===== config.mk =====
export PLATFORM = sky130hd
export DESIGN_NAME = ps2_kbd_frontend
export DESIGN_NICKNAME = d
export VERILOG_FILES = /design/src/rtl/ps2_pkg.sv /design/src/rtl/ps2_ascii_rom.sv /design/src/rtl/ps2_kbd_frontend.sv
export SDC_FILE = /design/constraint.sdc
export NUM_CORES = 1
export LEC_CHECK = 0
export ABC_AREA = 1
export CORE_MARGIN = 2
export CORE_UTILIZATION = 45
export DETAILED_ROUTE_END_ITERATION = 8
export GPL_TIMING_DRIVEN = 0
export SYNTH_ARGS = -nofsm -noshare
export SYNTH_HDL_FRONTEND = slang
export SYNTH_HIERARCHICAL = 1
export SYNTH_SLANG_ARGS = --single-unit

===== constraint.sdc =====
create_clock -name clk -period 4.47 [get_ports clk]
set_input_delay 0.6705 -clock clk [delete_from_list [all_inputs] [get_ports clk]]
set_output_delay 0.6705 -clock clk [all_outputs]
set_load 0.005 [all_outputs]

===== src/rtl/ps2_pkg.sv =====
// Shared constants for the PS/2 keyboard front end.
package ps2_pkg;

  localparam int FRAME_BITS = 11;

  localparam logic [7:0] BREAK_CODE = 8'hF0;
  localparam logic [7:0] EXT_CODE   = 8'hE0;

  localparam int CAPS_BIT  = 1;
  localparam int SHIFT_BIT = 0;

  // start=0, stop=1, odd parity over d0..d7 plus the parity bit
  function automatic logic frame_ok(input logic [FRAME_BITS-1:0] f);
    return !f[0] && f[FRAME_BITS-1] && (^f[FRAME_BITS-2:1]);
  endfunction

endpackage


===== src/rtl/ps2_ascii_rom.sv =====
// Scan-code set 2 to ASCII translation, registered, honouring Shift and Caps Lock.
module ps2_ascii_rom
  import ps2_pkg::*;
(
  input  logic       clk,
  input  logic       clr,
  input  logic [7:0] key,
  input  logic [1:0] mode,
  output logic [7:0] ascii
);

  logic [7:0] w_lo;
  logic [7:0] w_hi;
  logic       w_letter;
  logic       w_upper;
  logic [7:0] r_ascii;

  always_comb begin
    w_lo     = 8'h00;
    w_hi     = 8'h00;
    w_letter = 1'b0;
    case (key)
      8'h1C: begin w_lo = "a"; w_letter = 1'b1; end
      8'h32: begin w_lo = "b"; w_letter = 1'b1; end
      8'h21: begin w_lo = "c"; w_letter = 1'b1; end
      8'h23: begin w_lo = "d"; w_letter = 1'b1; end
      8'h24: begin w_lo = "e"; w_letter = 1'b1; end
      8'h2B: begin w_lo = "f"; w_letter = 1'b1; end
      8'h34: begin w_lo = "g"; w_letter = 1'b1; end
      8'h33: begin w_lo = "h"; w_letter = 1'b1; end
      8'h43: begin w_lo = "i"; w_letter = 1'b1; end
      8'h3B: begin w_lo = "j"; w_letter = 1'b1; end
      8'h42: begin w_lo = "k"; w_letter = 1'b1; end
      8'h4B: begin w_lo = "l"; w_letter = 1'b1; end
      8'h3A: begin w_lo = "m"; w_letter = 1'b1; end
      8'h31: begin w_lo = "n"; w_letter = 1'b1; end
      8'h44: begin w_lo = "o"; w_letter = 1'b1; end
      8'h4D: begin w_lo = "p"; w_letter = 1'b1; end
      8'h15: begin w_lo = "q"; w_letter = 1'b1; end
      8'h2D: begin w_lo = "r"; w_letter = 1'b1; end
      8'h1B: begin w_lo = "s"; w_letter = 1'b1; end
      8'h2C: begin w_lo = "t"; w_letter = 1'b1; end
      8'h3C: begin w_lo = "u"; w_letter = 1'b1; end
      8'h2A: begin w_lo = "v"; w_letter = 1'b1; end
      8'h1D: begin w_lo = "w"; w_letter = 1'b1; end
      8'h22: begin w_lo = "x"; w_letter = 1'b1; end
      8'h35: begin w_lo = "y"; w_letter = 1'b1; end
      8'h1A: begin w_lo = "z"; w_letter = 1'b1; end
      8'h45: begin w_lo = "0"; w_hi = ")"; end
      8'h16: begin w_lo = "1"; w_hi = "!"; end
      8'h1E: begin w_lo = "2"; w_hi = "@"; end
      8'h26: begin w_lo = "3"; w_hi = "#"; end
      8'h25: begin w_lo = "4"; w_hi = "$"; end
      8'h2E: begin w_lo = "5"; w_hi = "%"; end
      8'h36: begin w_lo = "6"; w_hi = "^"; end
      8'h3D: begin w_lo = "7"; w_hi = "&"; end
      8'h3E: begin w_lo = "8"; w_hi = "*"; end
      8'h46: begin w_lo = "9"; w_hi = "("; end
      8'h4E: begin w_lo = "-"; w_hi = "_"; end
      8'h55: begin w_lo = "="; w_hi = "+"; end
      8'h54: begin w_lo = "["; w_hi = "{"; end
      8'h5B: begin w_lo = "]"; w_hi = "}"; end
      8'h5D: begin w_lo = 8'h5C; w_hi = 8'h7C; end
      8'h4C: begin w_lo = ";"; w_hi = ":"; end
      8'h52: begin w_lo = 8'h27; w_hi = 8'h22; end
      8'h41: begin w_lo = ","; w_hi = "<"; end
      8'h49: begin w_lo = "."; w_hi = ">"; end
      8'h4A: begin w_lo = "/"; w_hi = "?"; end
      8'h0E: begin w_lo = 8'h60; w_hi = 8'h7E; end
      8'h29: begin w_lo = 8'h20; w_hi = 8'h20; end
      8'h5A: begin w_lo = 8'h0D; w_hi = 8'h0D; end
      8'h66: begin w_lo = 8'h08; w_hi = 8'h08; end
      8'h0D: begin w_lo = 8'h09; w_hi = 8'h09; end
      8'h76: begin w_lo = 8'h1B; w_hi = 8'h1B; end
      BREAK_CODE, EXT_CODE: begin w_lo = 8'h00; w_hi = 8'h00; end
      default: begin w_lo = 8'h00; w_hi = 8'h00; end
    endcase
    if (w_letter) w_hi = w_lo - 8'h20;
  end

  // Caps Lock only affects letters; it inverts the effect of Shift on them.
  assign w_upper = w_letter ? (mode[SHIFT_BIT] ^ mode[CAPS_BIT]) : mode[SHIFT_BIT];

  always_ff @(posedge clk) begin
    if (clr) r_ascii <= 8'h00;
    else     r_ascii <= w_upper ? w_hi : w_lo;
  end

  assign ascii = r_ascii;

endmodule


===== src/rtl/ps2_kbd_frontend.sv =====
// PS/2 receiver feeding a scan-code FIFO with pop handshake, plus the ASCII lookup.
module ps2_kbd_frontend
  import ps2_pkg::*;
#(
  parameter int FIFO_DEPTH  = 8,
  parameter int SYNC_STAGES = 3
) (
  input  logic       clk,
  input  logic       clr,
  input  logic       ps2_clk,
  input  logic       ps2_data,
  input  logic       nextdata_n,
  output logic [7:0] data,
  output logic       ready,
  output logic       overflow,
  output logic       sampling,
  input  logic [7:0] key,
  input  logic [1:0] mode,
  output logic [7:0] ascii
);

  localparam int PW = $clog2(FIFO_DEPTH);

  logic [SYNC_STAGES-1:0]  r_sync;
  logic [3:0]              r_cnt;
  logic [FRAME_BITS-2:0]   r_shift;
  logic [7:0]              r_mem [FIFO_DEPTH];
  logic [PW-1:0]           r_wptr;
  logic [PW-1:0]           r_rptr;
  logic                    r_overflow;

  logic                    w_fall;
  logic                    w_last;
  logic                    w_valid;
  logic                    w_full;
  logic                    w_ready;
  logic                    w_push;
  logic                    w_pop;
  logic [PW-1:0]           w_wptr_nxt;
  logic [FRAME_BITS-1:0]   w_frame;

  assign w_fall     = r_sync[SYNC_STAGES-1] & ~r_sync[SYNC_STAGES-2];
  assign w_last     = w_fall && (r_cnt == 4'(FRAME_BITS-1));
  // The stop bit is still on the pin when the final edge is seen.
  assign w_frame    = {ps2_data, r_shift};
  assign w_valid    = w_last && frame_ok(w_frame);
  assign w_wptr_nxt = r_wptr + 1'b1;
  assign w_full     = (w_wptr_nxt == r_rptr);
  assign w_ready    = (r_rptr != r_wptr);
  assign w_push     = w_valid & ~w_full;
  assign w_pop      = ~nextdata_n & w_ready;

  always_ff @(posedge clk) begin
    if (clr) begin
      r_sync     <= '0;
      r_cnt      <= 4'd0;
      r_shift    <= '0;
      r_wptr     <= '0;
      r_rptr     <= '0;
      r_overflow <= 1'b0;
      for (int i = 0; i < FIFO_DEPTH; i++) r_mem[i] <= 8'h00;
    end else begin
      r_sync <= {r_sync[SYNC_STAGES-2:0], ps2_clk};
      if (w_fall) begin
        r_shift <= {ps2_data, r_shift[FRAME_BITS-2:1]};
        r_cnt   <= w_last ? 4'd0 : r_cnt + 4'd1;
      end
      if (w_push) begin
        r_mem[r_wptr] <= w_frame[8:1];
        r_wptr        <= w_wptr_nxt;
      end
      if (w_pop) r_rptr <= r_rptr + 1'b1;
      if (w_valid && w_full) r_overflow <= 1'b1;
      else if (w_pop)        r_overflow <= 1'b0;
    end
  end

  assign data     = r_mem[r_rptr];
  assign ready    = w_ready;
  assign overflow = r_overflow;
  assign sampling = w_fall;

  ps2_ascii_rom u_ascii_rom (
    .clk   (clk),
    .clr   (clr),
    .key   (key),
    .mode  (mode),
    .ascii (ascii)
  );

endmodule


---- Yosys cells after proc, flatten, opt, wreduce, memory -nomap -nowiden ----
Memories as Yosys holds them, arrays and structs flattened. A register that Yosys moved wholly into a read port is not among the register bits.
Cells that the tools add are included.
Widths: inputs -> output; s select.
word-level totals
  input bits .............................. 15
  register bits ........................... 32
  memories ................................ 1
  output and inout bits ................... 19
  memory bits (writable) .................. 64
  word-level logic and storage cells ...... 103
memory list
  name   depth  width  rd ports  clocked after memory_dff  wr ports  line                    RTL
  r_mem  8      8      1         1                         8         ps2_kbd_frontend.sv:27  logic [7:0] r_mem [FIFO_DEPTH];
cells by class
  equality and inequality tests ........... 55
  reductions and logical operators ........ 10
  muxes and demuxes ....................... 19
  add/subtract/negate cells ............... 4
  bitwise gates (word level) .............. 7
operators by type and width
  kind                 count
  $pmux 7 s52          1
  $eq 8x6->1 const B   23
  $pmux 7 s26          1
  $eq 8x7->1 const B   20
  $eq 8x5->1 const B   7
  $reduce_or 26->1     1
  $mux 8               3
  $eq 8x4->1 const B   2
  $mux 1               10
  $mux 3               3
  $reduce_xor 9->1     1
  $reduce_or 8->1      1
  $sub 7x6->8 const B  1
  $add 3x1->3 const B  2
  $logic_and 1x1->1    5
  $add 4x1->4 const B  1
  $eq 4x4->1 const B   1
  $mux 4               1
  $and 1x1->1          3
  $eq 3x3->1           1
  $ne 3x3->1           1
  $not 1->1            3
  $reduce_bool 2->1    1
  $logic_not 1->1      1
  $xor 1x1->1          1

---- Longest topological paths before layout ----
  depth after elaboration ................. 10
  depth in mapped cells ................... 16
  depth with buffers taken out ............ 14

---- Cells and area by module ----
Netlist, hierarchy kept.
modules (own cells, without submodules)
  module            times used  cells an instance  area each (um^2)  sequential area each (um^2)
  ps2_kbd_frontend  1           434                4420.5            2462.4
  ps2_ascii_rom     1           318                1496.4            160.2

---- Least setup slack after synthesis ----
Ideal clock, no wire load.
  kind .................................... input port to flip-flop
  start point ............................. in clr
  end point ............................... mem r_mem[3][0], enable pin
  setup time .............................. 0.384 ns
  setup slack ............................. 2.061 ns
  data required time ...................... 4.086 ns
  data arrival time ....................... 2.025 ns
  buffers on the path ..................... 1
  stages .................................. 4
  cell sequence ........................... inv_1 > buf_2 > nand3_1 > o21ai_0
RTL lines
  element          line                    RTL
  start, declared  ps2_kbd_frontend.sv:9   input logic clr,
  end, declared    ps2_kbd_frontend.sv:27

==> flow_summary.toml <==
[run_status]
status = "completed"

[power]
pwr-share-comb = 0.152
p_seq_frac = 0.480
p_leak_nw = 2.750
power.internal_mw = 1.551
swShare = 0.2740
total_power_mw = 2.137
switchingPower_mw = 0.5855
pwr-share-clk = 0.368
ir_drop_mv = 0.1865
power_per_cell_area_mw_per_mm2 = 315.7

[layout]
nNetsFinal = 816
drive_gt1_frac = 0.1386
antenna_cells = 0
syn2layout_area_growth_pct = 14.38
final_area_mm2 = 0.006768
final_common_cell = "nand2_1"
utilization = 0.5320
fill_cells = 1252
mostFrequentLayoutCells = "nand2_1 (169), nor2_1 (139), edfxtp_1 (64)"

[yosys]
synth-seq-cells = 99
syn_area_mm2 = 0.005917
synthCells = 752
yosysUniqueCellTypes = 37
yosysWarnings = 6
seq_area_frac_synth = 0.4432
syn-num-nets = 772
post_synth.cell_area_avg_um2 = 7.868

[drt]
dr.pass1.iters = 5
drc = 0
drt-total-wl_um = 14940
wl_per_cell_um = 15.35
ant_nets = 0
vias = 5208
drt-vias-per-instance = 5.353
first_iter_violations = 359

[die]
dieWidth_um = 118.7
initial_core_util = 0.4651
core-area_mm2 = 0.01272
chipHeight_um = 118.7
fp-row-count = 41
io_pins = 34
dieArea_mm2 = 0.01408

[timing]
slew_headroom = 0.1883
fin_worst_skew_ns = 0.01152
setup_tns_ns = 0
setup_violations = 0
fmax_ghz = 0.3055
tightest_slew_ns = 1.205
period_needed_ns = 3.274
slew_viol_final = 0
fin_hold_ws_ns = 0.4044
hold_viol_final = 0
rsz0062_at_grt = "false"
finalCritPeriodShare = 0.7324

[clock_network]
cts_resized = 0
cts_hold_buf = 0
tritoncts = "yes"
cts_made_buffers = 9
cts_setup_buffers = 0
h-tree-depth = 3
clock_path_buffers = 2
clkTransAtPathRegs_ns = 0.07
clk-insertion-delay-late_ns = 0.36
cts-root-buf = "clkbuf_16"
clkSinkCount = 99

[global_route]
antenna_found_initial = 0
grt_overflow = 0
grtUsageTotal = 0.2239
grt_pass1_wl_um = 25020
grt_pass1_vias = 4934
grt_max_degree = 19

[critical_path]
required_ns = 4.44
start_kind = "primary input"
path_max_fanout = 10
crit_path_end_kind = "register"
crit_arrival_ns = 3.24
worst-setup-path-type = "in2reg"

[place]
portBuffers = 33
hpwl_um = 11230
place.gp.congestion = 0.9206
place_area_mm2 = 0.006462

[flow_run]
drv_cap = 0

[hold_path]
hp-class = "reg2reg"
critical path: stages:
cell             delay, ns
clkdlybuf4s50_1       0.55
inv_1                 0.23
buf_2                 0.26
nand3_1               0.42
o21ai_0               1.10
routing by layer:
layer,global-route usage,share of wire,routed length [um]
met1,0.3055,0.47,6986
met2,0.3603,0.46,6851
met3,0.03909,0.054,807
met4,0.07366,0.019,290
met5,0,0,0
final cells by class:
class	instances	area (um^2)	share of cell area
buffer	30	186.4	0.02755
clock buffer	10	250.2	0.03698
clock inverter	6	55.05	0.008135
inverter	66	247.7	0.03661
multi-input combinational	557	2860	0.4226
sequential	99	2623	0.3875
tap	172	215.2	0.03180
timing repair buffer	33	330.3	0.04881
cells by family after synthesis:
family          synth area share
compound gates           0.08606
xor+xnor                 0.01332
fa+ha+maj                0.01057
buf+inv                  0.07337
flops                     0.4432
simple gates              0.3734
registers in the layout, indices dropped and copies added, names as in the netlist, named ones only:
signal and flops:
r_cnt 4, r_shift 10, r_mem 64, r_wptr 3, r_sync 3, u_ascii_rom/ascii 8, r_rptr 3, overflow 1
synthesized netlist by cell type (all sizes together):
cell type / n / area share
nand3b: 3 / 0.0038
nor3: 68 / 0.091
dfxtp: 35 / 0.12
xor2: 5 / 0.0074
edfxtp: 64 / 0.32
ha: 5 / 0.011
nor3b: 2 / 0.0044
a21oi: 19 / 0.016
a31oi: 8 / 0.0085
o21ai: 57 / 0.048
xnor2: 4 / 0.0059
clkinv: 3 / 0.0019
or2: 1 / 0.0011
clkbuf: 14 / 0.0089
o31ai: 2 / 0.0025
nand4: 13 / 0.025
o22ai: 9 / 0.0095
inv: 63 / 0.040
nand2b: 1 / 0.0011
a211oi: 1 / 0.0013
nand3: 32 / 0.027
nor2: 151 / 0.10
nor4: 4 / 0.0042
buf: 16 / 0.023
nand2: 172 / 0.11
power groups by stage:
stage	logic, mW	clock network (mW)	registers [mW]
2_1_floorplan	0.199	0	1.04
3_3_place_gp	0.318	0	1.04
3_5_place_dp	0.323	0	1.05
4_1_cts	0.324	0.797	1.03
5_1_grt	0.362	0.842	1.03
6_report	0.325	0.786	1.03
worst paths after layout:
path	slack, ns	end	cells after the start	start
worst min-delay path	0.40	r_sync[1]	2	r_sync[0]
worst min register to register	0.40	r_sync[1]	2	r_sync[0]
worst max-delay path	1.20	r_mem[6][0]	5	clr
worst max register to register	1.62	r_mem[7][5]	6	r_cnt[0]
metrics by stage:
stage / cells / setup slack, ns
finish: 973 / 1.196
global route: 973 / 0.9647
CTS: 973 / 1.157
detailed placement: 957 / 0.7926
global placement: 957 / 0.9100
floorplan: 752 / 2.061
Power figures use the tool's default switching activity.
